[src/rtl/branch_redirect_unit_pkg.sv]
// Shared constants, FSM encoding and payload types for the branch redirect unit.
package branch_redirect_unit_pkg;

    localparam int unsigned ROB_ENTRIES = 16;
    localparam int unsigned IDX_W       = 4;
    localparam int unsigned PC_W        = 16;
    localparam int unsigned CNT_W       = 16;

    localparam logic [0:0] ST_IDLE     = 1'b0;
    localparam logic [0:0] ST_REDIRECT = 1'b1;

    // Branch opcodes shared with the branch execution unit.
    typedef enum logic [2:0] {
        BR_BEQ  = 3'd0,
        BR_BNE  = 3'd1,
        BR_BLT  = 3'd2,
        BR_BGE  = 3'd3,
        BR_BLTU = 3'd4,
        BR_BGEU = 3'd5,
        BR_JAL  = 3'd6,
        BR_JALR = 3'd7
    } br_op_t;

    typedef struct packed {
        logic            taken;
        logic [PC_W-1:0] target;
    } outcome_t;

endpackage

[src/rtl/branch_redirect_unit_if.sv]
// Branch-result, commit and fetch-redirect signals of the branch redirect unit.
interface branch_redirect_unit_if;
    import branch_redirect_unit_pkg::*;

    logic             br_valid;
    logic [IDX_W-1:0] br_rob_index;
    logic [PC_W-1:0]  br_target;
    logic             br_taken;
    logic             commit_valid;
    logic             commit_is_branch;
    logic [IDX_W-1:0] commit_rob_index;
    logic             head_ready;
    logic             redirect_valid;
    logic [PC_W-1:0]  redirect_pc;
    logic             redirect_ready;
    logic             flush;
    logic             dup_err;
    logic [CNT_W-1:0] taken_count;

    modport master (
        output br_valid, br_rob_index, br_target, br_taken,
        output commit_valid, commit_is_branch, commit_rob_index, redirect_ready,
        input  head_ready, redirect_valid, redirect_pc, flush, dup_err, taken_count
    );

    modport slave (
        input  br_valid, br_rob_index, br_target, br_taken,
        input  commit_valid, commit_is_branch, commit_rob_index, redirect_ready,
        output head_ready, redirect_valid, redirect_pc, flush, dup_err, taken_count
    );

endinterface

[src/rtl/branch_redirect_unit_outcome_table.sv]
// Per-ROB-slot resolved/taken/target storage with write, clear-one, clear-all
// and a combinational read port.
module branch_outcome_table
    import branch_redirect_unit_pkg::*;
(
    input  logic             clk,
    input  logic             rst_n,
    input  logic             wr_en,
    input  logic [IDX_W-1:0] wr_idx,
    input  outcome_t         wr_data,
    input  logic             clr_one,
    input  logic [IDX_W-1:0] clr_idx,
    input  logic             clr_all,
    input  logic [IDX_W-1:0] rd_idx,
    output logic             rd_resolved,
    output outcome_t         rd_data,
    output logic             wr_resolved
);

    logic [ROB_ENTRIES-1:0] resolved;
    outcome_t               entry [ROB_ENTRIES];

    // Clear-one is ordered after the write so it wins on a same-slot collision.
    always_ff @(posedge clk) begin
        if (!rst_n) begin
            resolved <= '0;
        end else if (clr_all) begin
            resolved <= '0;
        end else begin
            if (wr_en)   resolved[wr_idx]  <= 1'b1;
            if (clr_one) resolved[clr_idx] <= 1'b0;
        end
    end

    always_ff @(posedge clk) begin
        if (wr_en && !clr_all) entry[wr_idx] <= wr_data;
    end

    assign rd_resolved = resolved[rd_idx];
    assign rd_data     = entry[rd_idx];
    assign wr_resolved = resolved[wr_idx];

endmodule

[src/rtl/branch_redirect_unit.sv]
// Releases resolved branch outcomes at retirement and turns taken branches into
// a one-cycle flush plus a held fetch redirect.
module branch_redirect_unit
    import branch_redirect_unit_pkg::*;
(
    input  logic                    clk,
    input  logic                    rst_n,
    branch_redirect_unit_if.slave   bus
);

    logic [0:0]       state, state_nxt;
    logic             redirect_valid, redirect_valid_nxt;
    logic [PC_W-1:0]  redirect_pc, redirect_pc_nxt;
    logic             flush, flush_nxt;
    logic             dup_err, dup_err_nxt;
    logic [CNT_W-1:0] taken_count, taken_count_nxt;

    logic             idle;
    logic             consume;
    logic             wr_en;
    logic             rd_resolved;
    logic             wr_resolved;
    outcome_t         rd_data;
    outcome_t         wr_data;

    assign idle    = (state == ST_IDLE);
    assign wr_en   = bus.br_valid && idle;
    assign consume = idle && bus.commit_valid && bus.commit_is_branch && rd_resolved;
    assign wr_data = '{taken: bus.br_taken, target: bus.br_target};

    branch_outcome_table u_table (
        .clk         (clk),
        .rst_n       (rst_n),
        .wr_en       (wr_en),
        .wr_idx      (bus.br_rob_index),
        .wr_data     (wr_data),
        .clr_one     (consume),
        .clr_idx     (bus.commit_rob_index),
        .clr_all     (flush),
        .rd_idx      (bus.commit_rob_index),
        .rd_resolved (rd_resolved),
        .rd_data     (rd_data),
        .wr_resolved (wr_resolved)
    );

    always_comb begin
        state_nxt          = state;
        redirect_valid_nxt = redirect_valid;
        redirect_pc_nxt    = redirect_pc;
        flush_nxt          = 1'b0;
        dup_err_nxt        = dup_err;
        taken_count_nxt    = taken_count;
        if (state == ST_IDLE) begin
            if (consume && rd_data.taken) begin
                state_nxt          = ST_REDIRECT;
                redirect_valid_nxt = 1'b1;
                redirect_pc_nxt    = rd_data.target;
                flush_nxt          = 1'b1;
                taken_count_nxt    = taken_count + CNT_W'(1);
            end
        end else begin
            if (bus.redirect_ready) begin
                state_nxt          = ST_IDLE;
                redirect_valid_nxt = 1'b0;
            end
        end
        if (wr_en && wr_resolved) dup_err_nxt = 1'b1;
    end

    always_ff @(posedge clk) begin
        if (!rst_n) begin
            state          <= ST_IDLE;
            redirect_valid <= 1'b0;
            redirect_pc    <= '0;
            flush          <= 1'b0;
            dup_err        <= 1'b0;
            taken_count    <= '0;
        end else begin
            state          <= state_nxt;
            redirect_valid <= redirect_valid_nxt;
            redirect_pc    <= redirect_pc_nxt;
            flush          <= flush_nxt;
            dup_err        <= dup_err_nxt;
            taken_count    <= taken_count_nxt;
        end
    end

    assign bus.head_ready     = idle && (!bus.commit_is_branch || rd_resolved);
    assign bus.redirect_valid = redirect_valid;
    assign bus.redirect_pc    = redirect_pc;
    assign bus.flush          = flush;
    assign bus.dup_err        = dup_err;
    assign bus.taken_count    = taken_count;

endmodule

[src/flat_wrapper.sv]
// flat-port wrapper written by rule: the top's interface ports become plain ports
module branch_redirect_unit_flat import branch_redirect_unit_pkg::*;
  (clk, rst_n, bus_br_valid, bus_br_rob_index, bus_br_target, bus_br_taken, bus_commit_valid, bus_commit_is_branch, bus_commit_rob_index, bus_redirect_ready, bus_head_ready, bus_redirect_valid, bus_redirect_pc, bus_flush, bus_dup_err, bus_taken_count);
  branch_redirect_unit_if bus_i ();
  input  logic clk;
  input  logic rst_n;
  input wire logic [$bits(bus_i.br_valid)-1:0] bus_br_valid;
  input wire logic [$bits(bus_i.br_rob_index)-1:0] bus_br_rob_index;
  input wire logic [$bits(bus_i.br_target)-1:0] bus_br_target;
  input wire logic [$bits(bus_i.br_taken)-1:0] bus_br_taken;
  input wire logic [$bits(bus_i.commit_valid)-1:0] bus_commit_valid;
  input wire logic [$bits(bus_i.commit_is_branch)-1:0] bus_commit_is_branch;
  input wire logic [$bits(bus_i.commit_rob_index)-1:0] bus_commit_rob_index;
  input wire logic [$bits(bus_i.redirect_ready)-1:0] bus_redirect_ready;
  output wire logic [$bits(bus_i.head_ready)-1:0] bus_head_ready;
  output wire logic [$bits(bus_i.redirect_valid)-1:0] bus_redirect_valid;
  output wire logic [$bits(bus_i.redirect_pc)-1:0] bus_redirect_pc;
  output wire logic [$bits(bus_i.flush)-1:0] bus_flush;
  output wire logic [$bits(bus_i.dup_err)-1:0] bus_dup_err;
  output wire logic [$bits(bus_i.taken_count)-1:0] bus_taken_count;
  assign bus_i.br_valid = bus_br_valid;
  assign bus_i.br_rob_index = bus_br_rob_index;
  assign bus_i.br_target = bus_br_target;
  assign bus_i.br_taken = bus_br_taken;
  assign bus_i.commit_valid = bus_commit_valid;
  assign bus_i.commit_is_branch = bus_commit_is_branch;
  assign bus_i.commit_rob_index = bus_commit_rob_index;
  assign bus_i.redirect_ready = bus_redirect_ready;
  assign bus_head_ready = bus_i.head_ready;
  assign bus_redirect_valid = bus_i.redirect_valid;
  assign bus_redirect_pc = bus_i.redirect_pc;
  assign bus_flush = bus_i.flush;
  assign bus_dup_err = bus_i.dup_err;
  assign bus_taken_count = bus_i.taken_count;
  branch_redirect_unit u_core (.clk(clk), .rst_n(rst_n), .bus(bus_i));
endmodule
[config.mk]
export PLATFORM = sky130hd
export DESIGN_NAME = branch_redirect_unit_flat
export DESIGN_NICKNAME = d
export VERILOG_FILES = /design/src/rtl/branch_redirect_unit_pkg.sv /design/src/rtl/branch_redirect_unit_if.sv /design/src/rtl/branch_redirect_unit_outcome_table.sv /design/src/rtl/branch_redirect_unit.sv /design/src/flat_wrapper.sv
export SDC_FILE = /design/constraint.sdc
export NUM_CORES = 1
export LEC_CHECK = 0
export CORE_UTILIZATION = 60
export CTS_BUF_LIST = sky130_fd_sc_hd__clkbuf_8
export DETAILED_ROUTE_END_ITERATION = 16
export DONT_BUFFER_PORTS = 1
export PLACE_DENSITY_LB_ADDON = 0.2
export SKIP_CTS_REPAIR_TIMING = 1
export SYNTH_ARGS = -nofsm -noshare
export SYNTH_HDL_FRONTEND = slang
export SYNTH_SLANG_ARGS = --single-unit
export TNS_END_PERCENT = 30
[constraint.sdc]
create_clock -name clk -period 2.95 [get_ports clk]
set_input_delay 0 -clock clk [delete_from_list [all_inputs] [get_ports clk]]
set_output_delay 0 -clock clk [all_outputs]
set_load 0.02 [all_outputs]
==> metrics.cfg <==
[timing]
min_period_ns = 2.68
slew_viol_final = 0
fmax_mhz = 373
min_period_over_period_pct = 90.9
hold_viol_final = 3
worstMarginPinSlew_ns = 1.02
relSlewSlack_pct = 31.7
hold_ws_ns = -0.0125
finClkSkew_ns = 0.0200
setup_viol = 0
layout_setup_ws_ns = 0.269
tns_ns = 0
rsz0062_at_grt = false

[worst_setup_path]
critPathLaunchType = register
slowest_stage = dlygate4sd3_1
reg2reg_to = u_core.u_table.resolved[15]
cp_max_fo = 8
ff2ff_setup_slack_ns = 0.27
end_kind = register
crit_top_cell = dlygate4sd3_1
worstSetupPathType = register to register
reg2reg_from = u_core.state
crit_arrival_ns = 3.17
required_ns = 3.44
critPathMaxStageDelay_ns = 0.59
reg2regPathDepth = 6
worstPathCellList = nor2b_1, and3_1, a31oi_1, dlygate4sd3_1, a311oi_1, dlygate4sd3_1

[synth]
synth_commonest_cells = 272 x edfxtp_1, 89 x mux4_2, 52 x dfxtp_1, 46 x nor2_1, 24 x a21oi_1
synth_cell_types = 49
synth_seq_cells = 324
yosysSeqAreaShare_pct = 72.0
syn_inst = 662
async_reset_ff_share_pct = 0
synth_most_common_cell = edfxtp_1
ys_top_cells_by_area = edfxtp_1 64%, mux4_2 16%, dfxtp_1 8.1%
netlist.area_leader.share_pct = 63.8
yosys.area.top_type = edfxtp_1
yosysWarnings = 0
syn_nets = 694
synth_area_per_cell_um2 = 19.3
netlist_area_mm2 = 0.0128
synth_edf_count = 272
synth-main-ff-cell = edfxtp_1

[worst_hold_path]
whs_endpoint = u_core.bus.taken_count[9]
hold_path.class = primary input to register
hold_start = bus_commit_rob_index[2]
hold_depth = 5

[clocking]
cts_inserted_buffers = 50
clk_pin_slew_ns = 0.06
htree_levels = 2
cts_root_buf = clkbuf_8
clkLatencyLatePin_ns = 0.56
cts_buffer_depth = 3
cts.sinks = 324
cts_tree = yes

[power]
power_frac_comb_pct = 4.6
p_int_mw = 7.12
p_leak_nw = 4.70
clock_power_share_pct = 39.2
finalPower_mw = 8.98
ir_drop_uv = 475
pwr-share-seq_pct = 56.2
cellPowerDensity_mw_per_mm2 = 617
p_sw_mw = 1.86
switching_share_pct = 20.7

[cells_and_area]
final_cell_area_mm2 = 0.0146
n_fill_cell = 1348
syn_to_final_growth_pct = 13.7
nets = 771
n_antenna_cell = 0
drive_gt1_share_pct = 26.3

[grt]
gr-total-overflow = 0
grt_usage_pct = 25.0
antenna_found_initial = 0
grt_max_degree = 85
grt_pass1_wl_um = 39500
grt_pass1_vias = 6602

[placement]
routabilityCongestion = 0.826
dpl_worst_slack_ns = 0.635
io_buffers = 0
dpl-instance-area_mm2 = 0.0132
hpwl_um = 15100

[die]
die_area_mm2 = 0.0219
io_pins = 67
die-height_um = 148
start_util_pct = 61.1
rows = 53
die_w_um = 148
core_area_mm2 = 0.0210

[route]
routedWlPerCell_um = 25.8
drc_errors = 0
avgViaCountPerCell = 6.45
drtPass1Iterations = 5
drt.antenna.violating_nets = 0
drt_iter0_markers = 638
routed_wl_um = 27200
vias = 6802

[job]
drv_cap = 0

[status]
violations = negative hold slack
status = finished, violations left

placed cells by master, fill, tap and decap left out, types with 2 or more instances in the layout:
master,Yosys,routed
nand2b_1,5,5
a311oi_1,4,4
xnor2_1,5,5
mux2i_1,21,21
o211ai_1,2,2
a21oi_1,24,23
buf_4,1,24
a211oi_1,12,12
inv_1,2,24
nand4_1,4,4
clkinv_1,1,8
nand3b_1,2,2
and3_1,5,5
o31ai_1,7,7
nor3_1,2,2
a31oi_1,6,6
clkinv_2,0,4
nor2b_1,6,6
mux2_2,2,2
nor2_2,0,16
edfxtp_1,272,272
clkbuf_8,0,59
or3_1,4,4
nor2_1,46,30
mux4_1,3,3
a2111oi_0,4,4
nand3_1,8,8
or4_1,7,7
mux4_2,89,89
dlygate4sd3_1,0,36
nand2_1,14,14
dfxtp_1,52,52
cell families after synthesis:
group,count (synthesis),synth area share [%]
buf+inv,40,1.43
flops,324,72.0
mux,116,18.2
compound gates,65,3.51
xor+xnor,5,0.342
fa+ha+maj,1,0.0978
simple gates,111,4.45
critical path: cells and delay by family, from the launching register on:
family                 cells  cell delay [ns]
AOI/OAI and AO/OA          2             0.37
buffers and inverters      2             1.17
DFF                        1             0.38
and+or+nand+nor            2             0.70
metal layers:
metal	wire length [µm]	track usage, %	up-vias
met5	0	0	-
met4	546	7.32	0
met3	2200	5.83	51
met2	13900	41.8	306
met1	10500	33.2	3537
li1	-	-	2908
registers in the layout, summed over array words and instances, names as in the netlist:
register / flops
u_core.state: 1
u_core.bus.redirect_valid: 1
u_core.u_table.resolved: 16
u_core.u_table.entry: 272
u_core.bus.flush: 1
u_core.bus.redirect_pc: 16
u_core.bus.taken_count: 16
u_core.bus.dup_err: 1
layout make-up:
| type | instances | area (µm²) | share of cell area, % |
|---|---|---|---|
| clock buffers | 59 | 812 | 5.58 |
| clock inverters | 34 | 159 | 1.09 |
| inverters | 4 | 15.0 | 0.103 |
| multi-input cells | 298 | 3460 | 23.7 |
| flip-flops and latches | 324 | 9210 | 63.3 |
| well taps | 275 | 344 | 2.36 |
| repair buffers | 61 | 561 | 3.85 |
how the worst max path moves through the flow:
stage / from / end / cells past startpoint
final: u_core.state / u_core.u_table.resolved[15] / 6
after global routing: u_core.state / u_core.u_table.resolved[15] / 6
after CTS: u_core.state / u_core.u_table.entry[9][12] / 5
after detailed placement: u_core.state / u_core.u_table.entry[9][12] / 5
after global placement: u_core.state / u_core.u_table.entry[9][12] / 5
after floorplan: u_core.u_table.entry[3][16] / u_core.bus.redirect_pc[10] / 8
power groups by stage:
stage,logic (mW),registers [mW],clock network [mW]
5_1_grt,0.437,5.04,3.80
6_report,0.414,5.04,3.52
2_1_floorplan,0.298,5.13,0
4_1_cts,0.314,5.04,3.58
3_5_place_dp,0.314,5.14,0
3_3_place_gp,0.307,5.13,0
through the flow:
stage,hold WS (ns),cells,utilization [%]
6_report,-0.0125,1055,69.5
5_1_grt,0.00139,1055,69.5
4_1_cts,-0.490,1018,67.6
3_5_place_dp,0.0993,925,63.0
3_3_place_gp,0.0994,925,63.0
2_1_floorplan,0.0989,662,-
Power figures use the tool's default switching activity.
